===== config.mk =====
export PLATFORM = sky130hd
export DESIGN_NAME = demodulate_pair_reader_flat
export DESIGN_NICKNAME = d
export VERILOG_FILES = /design/src/rtl/demodulate_pair_reader_if.sv /design/src/rtl/demodulate_pair_reader.sv /design/src/flat_wrapper.sv
export SDC_FILE = /design/constraint.sdc
export NUM_CORES = 2
export LEC_CHECK = 0
export CAP_MARGIN = 10
export CORE_ASPECT_RATIO = 2
export CORE_MARGIN = 5
export CORE_UTILIZATION = 50
export CTS_CLUSTER_SIZE = 8
export DETAILED_ROUTE_END_ITERATION = 10
export GPL_TIMING_DRIVEN = 0
export PLACE_DENSITY = 0.67
export SETUP_SLACK_MARGIN = 0.5
export SYNTH_ARGS = -nofsm -noshare
export SYNTH_HDL_FRONTEND = slang
export SYNTH_HIERARCHICAL = 1
export SYNTH_SLANG_ARGS = --single-unit

===== constraint.sdc =====
create_clock -name clock -period 15.4 [get_ports clock]
set_input_delay 3.08 -clock clock [delete_from_list [all_inputs] [get_ports clock]]
set_output_delay 3.08 -clock clock [all_outputs]
set_load 0.05 [all_outputs]

===== src/rtl/demodulate_pair_reader_if.sv =====
// Bus bundle between the pair reader, the two demodulate RAMs and the downstream integrator.
// Ports: RAM read address/strobe + read data (both RAMs); product stream with valid/ready/last.
// master = reader side (drives addresses and products), slave = RAM/integrator side.
interface demodulate_pair_reader_if #(
  parameter int P       = 32,
  parameter int NP      = 1024,
  parameter int NB_DATA = 16
);
  localparam int BW = $clog2(P);
  localparam int KW = $clog2(NP);
  localparam int PW = 2 * NB_DATA + 1;

  // RAM read side
  logic [BW-1:0]             o_rd_block;
  logic [KW-1:0]             o_rd_bin_a;
  logic [KW-1:0]             o_rd_bin_b;
  logic                      o_rd_en;
  logic signed [NB_DATA-1:0] i_a_re;
  logic signed [NB_DATA-1:0] i_a_im;
  logic signed [NB_DATA-1:0] i_b_re;
  logic signed [NB_DATA-1:0] i_b_im;

  // product stream
  logic signed [PW-1:0]      o_prod_re;
  logic signed [PW-1:0]      o_prod_im;
  logic                      o_valid;
  logic                      i_ready;
  logic                      o_last;

  modport master (
    output o_rd_block, o_rd_bin_a, o_rd_bin_b, o_rd_en,
    input  i_a_re, i_a_im, i_b_re, i_b_im,
    output o_prod_re, o_prod_im, o_valid, o_last,
    input  i_ready
  );

  modport slave (
    input  o_rd_block, o_rd_bin_a, o_rd_bin_b, o_rd_en,
    output i_a_re, i_a_im, i_b_re, i_b_im,
    input  o_prod_re, o_prod_im, o_valid, o_last,
    output i_ready
  );
endinterface


===== src/rtl/demodulate_pair_reader.sv =====
// Small synchronous first-word-fall-through FIFO.
// Latency: a pushed word is visible on pop_dat the cycle after the push.
// Backpressure: none internally; the caller must never push when full.
// Ports: clock/reset, push/push_dat, pop/pop_dat, empty flag, occupancy count.
module sync_fifo #(
  parameter int W     = 8,
  parameter int DEPTH = 4
) (
  input  logic                         clock,
  input  logic                         reset,
  input  logic                         push,
  input  logic [W-1:0]                 push_dat,
  input  logic                         pop,
  output logic [W-1:0]                 pop_dat,
  output logic                         empty,
  output logic [$clog2(DEPTH+1)-1:0]   count
);
  localparam int AW = $clog2(DEPTH);
  localparam int CW = $clog2(DEPTH + 1);

  logic [W-1:0]  mem [DEPTH];
  logic [AW-1:0] wr_ptr;
  logic [AW-1:0] rd_ptr;
  logic          do_pop;

  assign empty   = (count == '0);
  assign do_pop  = pop && !empty;
  assign pop_dat = mem[rd_ptr];

  // storage carries no reset: contents are only observed once count says so
  always_ff @(posedge clock) begin
    if (push) begin
      mem[wr_ptr] <= push_dat;
    end
  end

  always_ff @(posedge clock) begin
    if (reset) begin
      wr_ptr <= '0;
      rd_ptr <= '0;
      count  <= '0;
    end else begin
      if (push) begin
        wr_ptr <= wr_ptr + AW'(1);
      end
      if (do_pop) begin
        rd_ptr <= rd_ptr + AW'(1);
      end
      case ({push, do_pop})
        2'b10:   count <= count + CW'(1);
        2'b01:   count <= count - CW'(1);
        default: count <= count;
      endcase
    end
  end
endmodule

// Complex demodulate pair reader: reads X_p[k1] and conj(X_p[k2]) and streams their product.
// Latency: read strobe at t, RAM data at t+1, product enters the FIFO end of t+1, o_valid at t+2.
// Backpressure: reads are issued only while FIFO occupancy plus in-flight reads leave room.
// Ports: clock, i_reset (sync, active high), i_enable, i_storage_ready, o_frame_done, o_busy,
//        bus (master modport: RAM read address/data and product valid/ready stream).
module demodulate_pair_reader #(
  parameter int P          = 32,
  parameter int NP         = 1024,
  parameter int NB_DATA    = 16,
  parameter int FIFO_DEPTH = 4
) (
  input  logic                        clock,
  input  logic                        i_reset,
  input  logic                        i_enable,
  input  logic                        i_storage_ready,
  output logic                        o_frame_done,
  output logic                        o_busy,
  demodulate_pair_reader_if.master    bus
);
  localparam int BW = $clog2(P);
  localparam int KW = $clog2(NP);
  localparam int PW = 2 * NB_DATA + 1;
  localparam int CW = $clog2(FIFO_DEPTH + 1);
  localparam int FW = 2 * PW + 1;

  typedef enum logic [1:0] {
    S_IDLE,
    S_READ,
    S_DRAIN,
    S_DONE
  } state_t;

  state_t        state;
  state_t        state_nx;
  logic          armed;
  logic          start;
  logic          issue;

  // next address to issue, p innermost, k1 outermost
  logic [BW-1:0] p_cnt;
  logic [KW-1:0] k2_cnt;
  logic [KW-1:0] k1_cnt;
  logic          p_max;
  logic          k2_max;
  logic          k1_max;
  logic          last_addr;

  // one-cycle RAM pipeline tracking
  logic          rd_last;
  logic          d_vld;
  logic          d_last;

  logic [CW-1:0] fifo_count;
  logic          fifo_empty;
  logic [FW-1:0] fifo_dat;
  logic          pop;
  logic [CW:0]   credit_used;
  logic          credit_ok;
  logic          drained;

  assign p_max     = (p_cnt  == BW'(P - 1));
  assign k2_max    = (k2_cnt == KW'(NP - 1));
  assign k1_max    = (k1_cnt == KW'(NP - 1));
  assign last_addr = p_max && k2_max && k1_max;

  // Reads still in the RAM pipeline already own a FIFO slot.
  assign credit_used = {1'b0, fifo_count} + (CW+1)'(d_vld) + (CW+1)'(bus.o_rd_en);
  assign credit_ok   = (credit_used < (CW+1)'(FIFO_DEPTH));

  // Looking at this cycle's pop lets o_frame_done follow the final transfer by one cycle.
  assign drained = !d_vld && !bus.o_rd_en &&
                   ((fifo_count == '0) || ((fifo_count == CW'(1)) && pop));

  always_comb begin
    state_nx = state;
    issue    = 1'b0;
    start    = 1'b0;
    case (state)
      S_IDLE: begin
        if (i_enable && i_storage_ready && armed) begin
          state_nx = S_READ;
          start    = 1'b1;
        end
      end
      S_READ: begin
        if (i_enable && credit_ok) begin
          issue = 1'b1;
          if (last_addr) begin
            state_nx = S_DRAIN;
          end
        end
      end
      S_DRAIN: begin
        if (drained) begin
          state_nx = S_DONE;
        end
      end
      S_DONE: begin
        state_nx = S_IDLE;
      end
      default: begin
        state_nx = S_IDLE;
      end
    endcase
  end

  always_ff @(posedge clock) begin
    if (i_reset) begin
      state          <= S_IDLE;
      armed          <= 1'b1;
      p_cnt          <= '0;
      k2_cnt         <= '0;
      k1_cnt         <= '0;
      bus.o_rd_en    <= 1'b0;
      bus.o_rd_block <= '0;
      bus.o_rd_bin_a <= '0;
      bus.o_rd_bin_b <= '0;
      rd_last        <= 1'b0;
      d_vld          <= 1'b0;
      d_last         <= 1'b0;
    end else begin
      state <= state_nx;

      // A flag that stays high after a frame must drop once before it can start another.
      if (start) begin
        armed <= 1'b0;
      end else if (!i_storage_ready) begin
        armed <= 1'b1;
      end

      bus.o_rd_en <= issue;
      if (issue) begin
        bus.o_rd_block <= p_cnt;
        bus.o_rd_bin_a <= k1_cnt;
        bus.o_rd_bin_b <= k2_cnt;
        rd_last        <= p_max;
        if (p_max) begin
          p_cnt <= '0;
          if (k2_max) begin
            k2_cnt <= '0;
            k1_cnt <= k1_max ? '0 : k1_cnt + KW'(1);
          end else begin
            k2_cnt <= k2_cnt + KW'(1);
          end
        end else begin
          p_cnt <= p_cnt + BW'(1);
        end
      end

      d_vld  <= bus.o_rd_en;
      d_last <= rd_last;
    end
  end

  // Full-precision complex multiply; operands widened to the result width first.
  logic signed [PW-1:0] a_re_x;
  logic signed [PW-1:0] a_im_x;
  logic signed [PW-1:0] b_re_x;
  logic signed [PW-1:0] b_im_x;
  logic signed [PW-1:0] prod_re;
  logic signed [PW-1:0] prod_im;

  assign a_re_x  = {{(PW-NB_DATA){bus.i_a_re[NB_DATA-1]}}, bus.i_a_re};
  assign a_im_x  = {{(PW-NB_DATA){bus.i_a_im[NB_DATA-1]}}, bus.i_a_im};
  assign b_re_x  = {{(PW-NB_DATA){bus.i_b_re[NB_DATA-1]}}, bus.i_b_re};
  assign b_im_x  = {{(PW-NB_DATA){bus.i_b_im[NB_DATA-1]}}, bus.i_b_im};
  assign prod_re = (a_re_x * b_re_x) - (a_im_x * b_im_x);
  assign prod_im = (a_re_x * b_im_x) + (a_im_x * b_re_x);

  assign pop = bus.o_valid && bus.i_ready;

  sync_fifo #(
    .W     (FW),
    .DEPTH (FIFO_DEPTH)
  ) u_fifo (
    .clock    (clock),
    .reset    (i_reset),
    .push     (d_vld),
    .push_dat ({d_last, prod_re, prod_im}),
    .pop      (pop),
    .pop_dat  (fifo_dat),
    .empty    (fifo_empty),
    .count    (fifo_count)
  );

  // Outputs forced to zero while empty so stale FIFO contents never show.
  assign bus.o_valid   = !fifo_empty;
  assign bus.o_last    = fifo_empty ? 1'b0 : fifo_dat[FW-1];
  assign bus.o_prod_re = fifo_empty ? '0 : fifo_dat[2*PW-1:PW];
  assign bus.o_prod_im = fifo_empty ? '0 : fifo_dat[PW-1:0];

  assign o_frame_done = (state == S_DONE);
  assign o_busy       = (state != S_IDLE);
endmodule


===== src/flat_wrapper.sv =====
// flat-port wrapper written by rule: the top's interface ports become plain ports
module demodulate_pair_reader_flat 
#(
  parameter int P          = 32,
  parameter int NP         = 1024,
  parameter int NB_DATA    = 16,
  parameter int FIFO_DEPTH = 4
)
  (clock, i_reset, i_enable, i_storage_ready, o_frame_done, o_busy, bus_o_rd_block, bus_o_rd_bin_a, bus_o_rd_bin_b, bus_o_rd_en, bus_i_a_re, bus_i_a_im, bus_i_b_re, bus_i_b_im, bus_o_prod_re, bus_o_prod_im, bus_o_valid, bus_o_last, bus_i_ready);
  demodulate_pair_reader_if #(.P(P), .NP(NP), .NB_DATA(NB_DATA)) bus_i ();
  input  logic clock;
  input  logic i_reset;
  input  logic i_enable;
  input  logic i_storage_ready;
  output logic o_frame_done;
  output logic o_busy;
  output wire logic [$bits(bus_i.o_rd_block)-1:0] bus_o_rd_block;
  output wire logic [$bits(bus_i.o_rd_bin_a)-1:0] bus_o_rd_bin_a;
  output wire logic [$bits(bus_i.o_rd_bin_b)-1:0] bus_o_rd_bin_b;
  output wire logic [$bits(bus_i.o_rd_en)-1:0] bus_o_rd_en;
  input wire logic [$bits(bus_i.i_a_re)-1:0] bus_i_a_re;
  input wire logic [$bits(bus_i.i_a_im)-1:0] bus_i_a_im;
  input wire logic [$bits(bus_i.i_b_re)-1:0] bus_i_b_re;
  input wire logic [$bits(bus_i.i_b_im)-1:0] bus_i_b_im;
  output wire logic [$bits(bus_i.o_prod_re)-1:0] bus_o_prod_re;
  output wire logic [$bits(bus_i.o_prod_im)-1:0] bus_o_prod_im;
  output wire logic [$bits(bus_i.o_valid)-1:0] bus_o_valid;
  output wire logic [$bits(bus_i.o_last)-1:0] bus_o_last;
  input wire logic [$bits(bus_i.i_ready)-1:0] bus_i_ready;
  assign bus_o_rd_block = bus_i.o_rd_block;
  assign bus_o_rd_bin_a = bus_i.o_rd_bin_a;
  assign bus_o_rd_bin_b = bus_i.o_rd_bin_b;
  assign bus_o_rd_en = bus_i.o_rd_en;
  assign bus_i.i_a_re = bus_i_a_re;
  assign bus_i.i_a_im = bus_i_a_im;
  assign bus_i.i_b_re = bus_i_b_re;
  assign bus_i.i_b_im = bus_i_b_im;
  assign bus_o_prod_re = bus_i.o_prod_re;
  assign bus_o_prod_im = bus_i.o_prod_im;
  assign bus_o_valid = bus_i.o_valid;
  assign bus_o_last = bus_i.o_last;
  assign bus_i.i_ready = bus_i_ready;
  demodulate_pair_reader #(.P(P), .NP(NP), .NB_DATA(NB_DATA), .FIFO_DEPTH(FIFO_DEPTH)) u_core (.clock(clock), .i_reset(i_reset), .i_enable(i_enable), .i_storage_ready(i_storage_ready), .o_frame_done(o_frame_done), .o_busy(o_busy), .bus(bus_i));
endmodule

## Word-level counts from Yosys, hierarchy flattened

Memory sizes are Yosys's and may differ from the RTL's. A register that Yosys moved wholly into a read port is not among the register bits.
Index checks and enable logic that the tools add are counted.
W data, S select, Z words.

| word-level totals | value |
|---|---|
| input bits | 69 |
| output and inout port bits | 96 |
| register bits after elaboration | 64 |
| word-level logic and storage cells | 89 |
| RAM bits | 268 |
| memories kept | 1 |

Memories:

| memory | depth | bits a word | rd ports | clocked after Yosys merged registers in | write ports | line | source |
|---|---|---|---|---|---|---|---|
| u_core.u_fifo.mem | 4 | 67 | 1 | 1 | 1 | demodulate_pair_reader.sv:21 | `logic [W-1:0] mem [DEPTH];` |

| cells by class | value |
|---|---|
| equality and inequality tests | 14 |
| multipliers | 4 |
| muxes and demuxes | 22 |
| add/subtract/negate cells | 11 |
| reductions and logical operators | 21 |
| magnitude comparators | 1 |

Operators with widths:

| kind | count |
|---|---|
| $mul A16 B16 Y32 | 4 |
| $mux W33 | 2 |
| $add A33 B33 Y33 | 1 |
| $sub A33 B33 Y33 | 1 |
| $add A10 B1 Y10 const B | 2 |
| $eq A10 B10 Y1 const B | 2 |
| $mux W10 | 2 |
| $mux W2 | 6 |
| $logic_and A1 B1 Y1 | 10 |
| $ne A2 B1 Y1 const B | 5 |
| $mux W1 | 9 |
| $pmux W2 S4 | 1 |
| $eq A2 B2 Y1 const B | 3 |
| $pmux W3 S2 | 1 |
| $add A5 B1 Y5 const B | 1 |
| $eq A5 B5 Y1 const B | 1 |
| $mux W5 | 1 |
| $add A2 B1 Y2 const B | 2 |
| $add A3 B1 Y4 | 1 |
| $add A4 B1 Y4 | 1 |
| $eq A2 B1 Y1 const B | 2 |
| $lt A4 B3 Y1 const B | 1 |
| $reduce_and A4 Y1 | 1 |
| $reduce_bool A2 Y1 | 2 |
| other kinds (9) | 11 |

## Logic depth before layout (Yosys ltp)

| depth | value |
|---|---|
| depth after elaboration | 8 |
| depth in mapped cells | 28 |
| gate-level depth less buffers | 27 |

## Modules after synthesis

Netlist, hierarchy kept.

Modules (own cells, without submodules):

| module | area each (µm²) | sequential area each (µm²) | cells each | instances |
|---|---|---|---|---|
| demodulate_pair_reader | 43,342.8 | 1,141.1 | 4,741 | 1 |
| sync_fifo | 10,144.7 | 8,227.9 | 399 | 1 |

## Worst setup path after synthesis

No wires, ideal clock.

| timing path | value |
|---|---|
| kind | input-to-reg |
| from | input bus_i_a_im[15] |
| to | memory u_core/u_fifo/mem[0][65] in the netlist's numbering, data pin |
| library setup time | 0.274 ns |
| cell stages on the path | 24 |
| data arrival time | 9.906 ns |
| path slack | 5.221 ns |
| cells stage by stage | clkbuf_1 > nand2_1 > inv_1 > fa_1 > fa_1 > fa_1 > inv_1 > fa_1 > fa_1 > fa_1 > fa_1 > inv_1 > fa_1 > inv_1 > ha_1 > and3_1 > and3_1 > and2_1 > a221oi_1 > a21oi_1 > a21oi_2 > o21ai_1 > a21oi_1 > xnor2_1 |

| between the ends | value |
|---|---|
| word-level cells in the longest chain between the ends | 2 |

RTL lines:

| item | line | source |
|---|---|---|
| from (decl) | flat_wrapper.sv:22 | `input wire logic [$bits(bus_i.i_a_im)-1:0] bus_i_a_im;` |
| $mul A16 B16 Y32 | demodulate_pair_reader.sv:224 | `assign prod_re = (a_re_x * b_re_x) - (a_im_x * b_im_x);` |
| $sub A33 B33 Y33 | demodulate_pair_reader.sv:224 |  |
| net u_core.prod_re[32] | demodulate_pair_reader.sv:217 | `logic signed [PW-1:0] prod_re;` |
| to (decl) | demodulate_pair_reader.sv:21 |  |

The timed path passes the listed nets, and every way through them passes these cells.

## Final worst setup path

| timing path | value |
|---|---|
| from | input bus_i_b_im[0] |
| to | memory u_core/u_fifo/mem[0][65] in the netlist's numbering, data pin |

| between the ends | value |
|---|---|
| word-level cells in the longest chain between the ends | 2 |

RTL lines:

| item | line | source |
|---|---|---|
| from (decl) | flat_wrapper.sv:24 | `input wire logic [$bits(bus_i.i_b_im)-1:0] bus_i_b_im;` |
| $mul A16 B16 Y32 | demodulate_pair_reader.sv:224 |  |
| $sub A33 B33 Y33 | demodulate_pair_reader.sv:224 |  |
| net u_core.prod_re[32] | demodulate_pair_reader.sv:217 |  |

The timed path passes the listed nets, and every way through them passes these cells.

==> results.md <==
* CTS Root Cell: clkbuf_16
* Hold buffer count at cts at 0
* Final Max Slew Viols at 0
* Pin count of the biggest net entering global routing at 35
* Std-Cell Rows at between 150 and 200
* WL/cell at roughly 27 µm
* Unrepaired setup endpoints after global routing: false
* Syn nets at roughly 6,700
* CTS Buf Count at 47
* Ys flop type: edfxtp_1
* Hold_sp: u_core/bus.o_rd_bin_b[6]
* Post-synth EDFFs at roughly 270
* Post-CTS sizing at 0
* Share of cells above drive strength 1 at ~3%
* Cell variety after synth at 63
* Ports at 165
* Slew margin rel. at 2.02%
* Vias post-DR at around 38,000
* Via-to-Cell Ratio at between 5 and 6
* Total gr overflow at 0
* Postcts setup bufs at 0
* Internal reg-to-reg setup slack at around 12,000 ps
* Initial Utilization at 50.4%
* Synth Instances at slightly above 5,000
* CP Launch Point: bus_i_b_im[0]
* Worst-skew pair later-pin latency at about 600 ps
* Chip width at between 200 and 250 µm
* Nets at between 6,000 and 7,000
* Critical Path End Type: flop
* Initial antenna violation count at 14
* Yosys reg bits at about 330
* CTS tree: yes
* Worst min path class: reg2reg
* Hold Violations, Final at 0
* Synth top area cells: fa_1, edfxtp_1, inv_1
* Routed Antenna Nets at 0
* Worst-path clk slew at 50 ps
* Startpoint types: input port
* Most common cell after layout, fill and taps aside: inv_1
* Syn avg cell area at roughly 10 µm²
* Most frequent cells in the layout: inv_1, fa_1, nand2_1
* Post-DP HPWL at 147 mm
* First drt pass iteration count at 6
* Syn Std Cell Area at 53,500 µm²
* Status: complete, no violations
* Worst R2R End: u_core/k1_cnt[6]
* CORE AREA at approximately 110,000 µm²
* Final GP Congestion at about 1.0
* Synth area leader: fa_1
* Hold Path Sink: u_core/bus.o_rd_bin_b[6]
* Worst-margin pin slew at 1470 ps
* Clk_skew at roughly 21 ps
* Hold path depth at 2
* Fin util at 54.9%
* CP max FO at 14
* Crit path time final at ~12,000 ps
* Clock H-tree levels at 2
* Final setup violation count at 0
* Die H at roughly 470 µm
* Worst R2R Start: u_core/bus.o_rd_en
* Cell depth of the worst flop-to-flop path at 10
* Drt total wl at around 180 mm
* Sequential area share after synthesis at between 10% and 20%
* Critical Path AT at approximately 13,000 ps
* Area growth syn-to-layout at 8.90%
* Ys Warns at 6
* Top cell by count, worst path: fa_1
* Period utilisation layout at between 80% and 90%
* Clock tree buffer depth at 3
* Setup_tns at 0 ps
* Crit-path slowest cell: clkbuf_1
* Critical path class: in2reg
* Slowest stage delay, CP at around 1000 ps
* Vias in the first global route at roughly 42,000
* FFs w/ async S/R, synth at 0%
* Tot GR Track Use at roughly 32%
* Clk sinks at ~330
* Top cell type's share of synthesized area at 43.9%
* Required time of the worst setup path at about 16,000 ps
* Die ar. at roughly 110,000 µm²
* Initial drt markers at around 2,600
* # port buffers at about 160
* Highest achievable clock rate at 0.0811 GHz
* First-pass GRT wire length at about 260 mm
* Total of max-cap violations at 0
* Drt drc at 0
==> kinds of logic (layout without fill, tap and decap cells) <==
logic type               after synthesis  in the layout  share of synthesized area (%)
XOR/XNOR                             112            112                           1.83
other                                  0             11                              0
buffers and inverters               1582           1818                           11.3
AND/OR/NAND/NOR                     1327           1327                           12.4
adder cells (fa/ha/maj)             1498           1498                           51.5
multiplexers                          69             69                           2.86
flip-flops                           334            334                           17.5
AO/OA/AOI/OAI                        218            218                           2.61
==> routing by layer <==
layer / routed length [µm] / GRT usage (%)
met1: 54700 / 33.7
met2: 90600 / 55.8
met3: 11800 / 4.65
met4: 22200 / 28.7
met5: 8 / 0
==> critical path: cells and delay by family <==
kind	cells	cell delay (ps)
XOR/XNOR	1	220
buffers and inverters	6	2570
AO/OA/AOI/OAI	5	1230
AND/OR/NAND/NOR	4	1130
adder cells (fa/ha/maj)	9	4450
==> Yosys cell counts, types with 9 or more instances <==
library cell,number
nand2b_1,34
edfxtp_1,268
nand4_1,9
nand2_1,594
a21o_1,18
xor2_1,30
a21oi_1,91
inv_1,1353
nand3_1,18
and2_1,463
fa_1,1174
nor2b_1,94
nor3_1,23
o21bai_1,10
dfxtp_1,66
clkbuf_1,209
mux4_2,67
nor2_1,61
o21ai_0,33
xnor2_1,82
ha_1,324
and3_1,10
==> stage by stage <==
step | setup WS (ps) | cell area (µm²) | hold WS [ps] | instances
after floorplan | 5220 | 53500 | 436 | 5140
after global placement | 2540 | 56800 | 443 | 6670
after detailed placement | 2460 | 56900 | 446 | 6675
after CTS | 3080 | 58200 | 453 | 6743
after global routing | 2610 | 58200 | 475 | 6746
final | 3070 | 58200 | 451 | 6755
==> final cells by class <==
type / count / area [µm²]
buffer: 229 / 951
inverter: 1353 / 5080
timing repair buffer: 168 / 1740
fill: 9667 / 47900
clock inverter: 4 / 30.0
multi-input combinational: 3224 / 38100
tap: 1368 / 1710
sequential: 334 / 9370
clock buffer: 64 / 1240
antenna: 11 / 27.5
==> worst max path at each step <==
stage / endpoint / slack [ps] / cells after the start
CTS: u_core/u_fifo/mem[0][65] / 3080 / 25
global placement: u_core/u_fifo/mem[0][65] / 2540 / 25
detailed placement: u_core/u_fifo/mem[2][65] / 2460 / 25
finish: u_core/u_fifo/mem[0][65] / 3070 / 25
global route: u_core/u_fifo/mem[1][65] / 2610 / 25
floorplan: u_core/u_fifo/mem[0][65] / 5220 / 24
==> state kept, by name (all words and copies together) (netlist names), 2 cells and up, named ones only <==
name	flops
u_core/bus.o_rd_bin_b	10
u_core/p_cnt	5
u_core/u_fifo/count	3
u_core/state	2
u_core/u_fifo/wr_ptr	2
u_core/bus.o_rd_block	5
u_core/u_fifo/rd_ptr	2
u_core/u_fifo/mem	268
u_core/k2_cnt	10
u_core/bus.o_rd_bin_a	10
u_core/k1_cnt	10
Power is not shown: default switching activity piles up to over one toggle a cycle in this logic, so the estimate is an artifact.
